`config.mk`:
```
export PLATFORM = sky130hd
export DESIGN_NAME = shr_32_iter
export DESIGN_NICKNAME = d
export VERILOG_FILES = /design/src/rtl/shr_32_iter_pkg.sv /design/src/rtl/mux_32.sv /design/src/rtl/shr_32_iter.sv
export SDC_FILE = /design/constraint.sdc
export NUM_CORES = 1
export LEC_CHECK = 0
export ABC_AREA = 1
export CAP_MARGIN = 0
export CORE_ASPECT_RATIO = 1.75
export CORE_MARGIN = 2
export CORE_UTILIZATION = 51
export DETAILED_ROUTE_END_ITERATION = 8
export PLACE_DENSITY = 0.82
export SLEW_MARGIN = 40
export SYNTH_ARGS = -nofsm -noshare
export SYNTH_HDL_FRONTEND = slang
export SYNTH_HIERARCHICAL = 1
export SYNTH_SLANG_ARGS = --single-unit
```
`constraint.sdc`:
```
create_clock -name clock -period 2.3 [get_ports clock]
set_input_delay 0.345 -clock clock [delete_from_list [all_inputs] [get_ports clock]]
set_output_delay 0.345 -clock clock [all_outputs]
set_load 0.02 [all_outputs]
```
`src/rtl/shr_32_iter_pkg.sv`:
```
// Shared definitions for the iterative 32-bit right shifter.
package shr_32_iter_pkg;

    localparam int unsigned WIDTH  = 32;
    localparam int unsigned STAGES = 5;
    localparam int unsigned CNT_W  = 3;

    typedef enum logic [1:0] {
        ST_IDLE  = 2'd0,
        ST_SHIFT = 2'd1,
        ST_DONE  = 2'd2
    } state_t;

    // Shift v right by 2^k, filling vacated bits with 'fill'.
    function automatic logic [WIDTH-1:0] stage_shr(
        input logic [WIDTH-1:0] v,
        input logic [CNT_W-1:0] k,
        input logic             fill
    );
        logic [WIDTH-1:0] r;
        case (k)
            3'd0:    r = {fill, v[31:1]};
            3'd1:    r = {{2{fill}}, v[31:2]};
            3'd2:    r = {{4{fill}}, v[31:4]};
            3'd3:    r = {{8{fill}}, v[31:8]};
            3'd4:    r = {{16{fill}}, v[31:16]};
            default: r = v;
        endcase
        return r;
    endfunction

endpackage

```
`src/rtl/mux_32.sv`:
```
// 32-bit 2:1 multiplexer.
module mux_32
    import shr_32_iter_pkg::*;
(
    input  logic             sel_i,
    input  logic [WIDTH-1:0] d0_i,
    input  logic [WIDTH-1:0] d1_i,
    output logic [WIDTH-1:0] y_o
);

    // Select d1 when sel is high, else d0.
    always_comb begin
        y_o = sel_i ? d1_i : d0_i;
    end

endmodule

```
`src/rtl/shr_32_iter.sv`:
```
// Iterative 32-bit logical/arithmetic right shifter: one binary-weighted
// stage per cycle, fixed five-cycle latency, valid/ready handshakes.
module shr_32_iter
    import shr_32_iter_pkg::*;
(
    input  logic             clock,
    input  logic             reset,
    input  logic             in_valid,
    output logic             in_ready,
    input  logic [WIDTH-1:0] a,
    input  logic [WIDTH-1:0] b,
    input  logic             arith,
    output logic             out_valid,
    input  logic             out_ready,
    output logic [WIDTH-1:0] out
);

    state_t           state_q, state_d;
    logic [WIDTH-1:0] work_q, work_d;
    logic [CNT_W-1:0] cnt_q, cnt_d;
    logic [4:0]       shamt_q, shamt_d;
    logic             arith_q, arith_d;
    logic             over_q, over_d;

    logic             fill_bit;
    logic [WIDTH-1:0] shifted;
    logic [WIDTH-1:0] stage_val;

    // In arithmetic mode work_q[31] never changes while shifting, so it is
    // still the original a[31] and serves both stage fill and overshift fill.
    always_comb begin
        fill_bit = arith_q & work_q[31];
        shifted  = stage_shr(work_q, cnt_q, fill_bit);
    end

    mux_32 u_stage_mux (
        .sel_i (shamt_q[cnt_q]),
        .d0_i  (work_q),
        .d1_i  (shifted),
        .y_o   (stage_val)
    );

    // State, datapath and counter registers.
    always_ff @(posedge clock or negedge reset) begin
        if (!reset) begin
            state_q <= ST_IDLE;
            work_q  <= '0;
            cnt_q   <= '0;
            shamt_q <= '0;
            arith_q <= 1'b0;
            over_q  <= 1'b0;
        end else begin
            state_q <= state_d;
            work_q  <= work_d;
            cnt_q   <= cnt_d;
            shamt_q <= shamt_d;
            arith_q <= arith_d;
            over_q  <= over_d;
        end
    end

    // Next-state, datapath update and handshake outputs.
    always_comb begin
        state_d   = state_q;
        work_d    = work_q;
        cnt_d     = cnt_q;
        shamt_d   = shamt_q;
        arith_d   = arith_q;
        over_d    = over_q;
        in_ready  = 1'b0;
        out_valid = 1'b0;

        case (state_q)
            ST_IDLE: begin
                in_ready = 1'b1;
                if (in_valid) begin
                    work_d  = a;
                    shamt_d = b[4:0];
                    arith_d = arith;
                    over_d  = |b[31:5];
                    cnt_d   = '0;
                    state_d = ST_SHIFT;
                end
            end
            ST_SHIFT: begin
                cnt_d = cnt_q + 3'd1;
                if (cnt_q == CNT_W'(STAGES - 1)) begin
                    state_d = ST_DONE;
                    work_d  = over_q ? {WIDTH{fill_bit}} : stage_val;
                end else begin
                    work_d  = stage_val;
                end
            end
            ST_DONE: begin
                out_valid = 1'b1;
                if (out_ready) begin
                    state_d = ST_IDLE;
                end
            end
            default: begin
                state_d = ST_IDLE;
            end
        endcase
    end

    always_comb begin
        out = work_q;
    end

endmodule

```
==> metrics.yaml <==
hold_violations: 0
first_iter_violations: 349
cpMaxStageDelayCell: "dfrtp_1"
antenna_found_initial: 0
vias_per_cell: 5.51
synthTopCellsByArea: "nand2_1 (26%), dfrtp_1 (26%), nor2_1 (11%)"
synth_common_cells: "nand2_1 (298), nor2_1 (122), nand3_1 (61)"
cts_tree: "built"
cts_num_sinks: 44
async_reset_ff_share_pct: 100
tightest_slew_ps: 591
drt_pass1_iterations: 5
cts_resized: 0
worstSetupPathType: "flip-flop to flip-flop"
yosysUniqueCellTypes: 27
grt.total_usage_pct: 30.9
startpoint_type: "flip-flop"
crit_buf_inv: 2
antenna_left: 0
p_seq_share_pct: 19.0
maxSlewViolCount: 0
final.period_utilization_pct: 89.5
nNetsFinal: 900
synth_most_common_cell: "nand2_1"
die-area_um2: 9140
slew_headroom_pct: 60.6
htreeDepth: 2
synth_top_cell_area_share_pct: 26.2
cp_max_fo: 30
r2r_slack_ps: 240
cpMostUsedCell: "nand2_1"
synthFlopType: "dfrtp_1"
vias: 5055
crit_path_start: "cnt_q[1]"
p_int_w: 0.00433
grt_pass1_wl_um: 22800
ys_seq_area_share_pct: 25.8
path_cells: "inv_1 -> ha_1 -> nand2_4 -> buf_4 -> o21ai_0 -> nor2_1 -> nand3_1 -> nand2_1 -> nand2_1 -> nand2_1 -> nand3_1 -> nand2_1 -> nand2_1"
numCtsBuffers: 5
synth_edf_count: 0
r2r-start: "cnt_q[1]"
synthesis.nets: 810
met2_usage_pct: 53.3
cts-root-buf: "clkbuf_16"
setup_viol: 0
grt_pass1_vias: 4973
max_freq_mhz: 486
core_um2: 8200
p_sw_share_pct: 55.0
r2r_cells: 13
fin_setup_tns_ps: 0
skew_ps: 9.13
io_buffers: 102
path_clk_slew_ps: 70
place_congestion: 0.934
synth_top_area_cell: "nand2_1"
slowest_delay_ps: 410
p_leak_nw: 2.74
io_pins: 103
worstReg2RegEnd: "out[23]"
drive_gt1_share_pct: 7.14
syn_to_final_growth_pct: 28.1
grt_use_met1_pct: 35.1
cts.path.max_buffers: 2
combPwrFrac_pct: 73.0
cp-endpoint: "out[23]"
syn_inst: 736
switching_power_w: 0.00530
use_met3_pct: 3.87
clock_latency_ps: 290
drc_errors: 0
fp.dieW_um: 73.1
gr-total-overflow: 0
path_delay_family: "simple AND/OR/NAND/NOR gates"
min_path_type: "primary input to async pin"
power_density_nw_per_um2: 1760
yosysWarnings: 6
wl_per_cell_um: 14.7
arrival_ps: 2240
whs_ps: 403
busiest_layer: "met2"
synth_seq_cells: 44
min_period_ps: 2060
rsz0062_at_grt: "no"
routed_wl_um: 13500
post-route-util_pct: 66.6
synth.avg_cell_area_um2: 5.79
start_util_pct: 52.0
path_depth: 13
maxCapViolations: 0
grt_max_degree: 65
status: "complete, no violations"
syn_area_um2: 4260
clockPowerShare_pct: 8.0
die_h_um: 125
post-cts-setup-buffer-count: 0
ir_drop_mv: 1.15
crit_required_ps: 2490
rows: 44
diodes: 0
dp_hpwl_um: 10100
endpoint_kind: "flip-flop"
-- state kept, by name (all words and copies together), names as in the netlist --
| name | cells |
|---|---|
| arith_q | 1 |
| cnt_q | 3 |
| shamt_q | 5 |
| out | 32 |
| state_q | 2 |
| over_q | 1 |
-- layer usage --
| layer | wire length, um | vias to the layer above | share of wire (%) |
|---|---|---|---|
| met4 | 658 | 0 | 4.9 |
| met3 | 508 | 46 | 3.8 |
| met1 | 5210 | 2311 | 39 |
| met5 | 0 | - | 0 |
| li1 | - | 2530 | - |
| met2 | 7100 | 168 | 53 |
-- cell type report --
cell class	count	area, um2
clock buffers	7	153
fillers	785	2740
inverters	42	173
multi-input cells	605	2680
flip-flops and latches	44	1100
well taps	92	115
repair buffers	128	1240
-- timing repair --
item / in CTS / in global routing
hold endpoints to repair: 3 / 0
setup endpoints to repair: 0 / 0
hold buffers: 1 / 0
-- worst min path at each step --
stage,from,slack [ps],endpoint,depth (start not counted)
2_1_floorplan,reset,50,arith_q,0
3_3_place_gp,reset,160,out[27],1
3_5_place_dp,reset,160,out[27],1
4_1_cts,reset,390,out[27],2
5_1_grt,reset,400,out[27],2
6_report,reset,400,out[27],2
-- through the flow --
stage,setup WS (ps),power [W],cells,cell area [um2]
2_1_floorplan,427,0.00705,736,4260
3_3_place_gp,332,0.00865,910,5300
3_5_place_dp,268,0.00883,910,5300
4_1_cts,261,0.00963,918,5460
5_1_grt,12.1,0.0106,918,5460
6_report,242,0.00964,918,5460
-- power by group through the flow --
stage	combinational (W)	sequential (W)	clock (W)
2_1_floorplan	0.00507	0.00198	0
6_report	0.00704	0.00183	0.000768
3_3_place_gp	0.00683	0.00181	0
5_1_grt	0.00794	0.00188	0.000801
4_1_cts	0.00704	0.00182	0.000777
3_5_place_dp	0.00700	0.00183	0
-- logic make-up (layout without fill, tap and decap cells) --
family	Yosys count	count (layout)	share of synthesized area, %
AND/OR/NAND/NOR	537	537	53.1
flip-flops	44	44	25.8
AO/OA/AOI/OAI	63	63	8.27
buffers and inverters	87	177	11.3
adder cells (fa/ha/maj)	5	5	1.47
-- layout by cell type, fill, tap and decap left out --
cell,count
buf_12,2
buf_2,1
buf_4,23
clkbuf_16,5
clkbuf_8,2
clkdlybuf4s50_1,101
dfrtp_1,44
dlygate4sd3_1,1
ha_1,5
inv_1,37
inv_2,1
inv_4,3
inv_8,1
nand2_1,298
nand2_2,13
nand2_4,4
nand3_1,61
nand3_2,1
nand3b_1,1
nand4_1,33
nor2_1,122
nor2_2,1
nor2_4,2
nor3_1,1
o21a_1,2
o21ai_0,32
o21ai_1,3
o22ai_1,26
No activity file was read; power rests on OpenSTA's default activity.
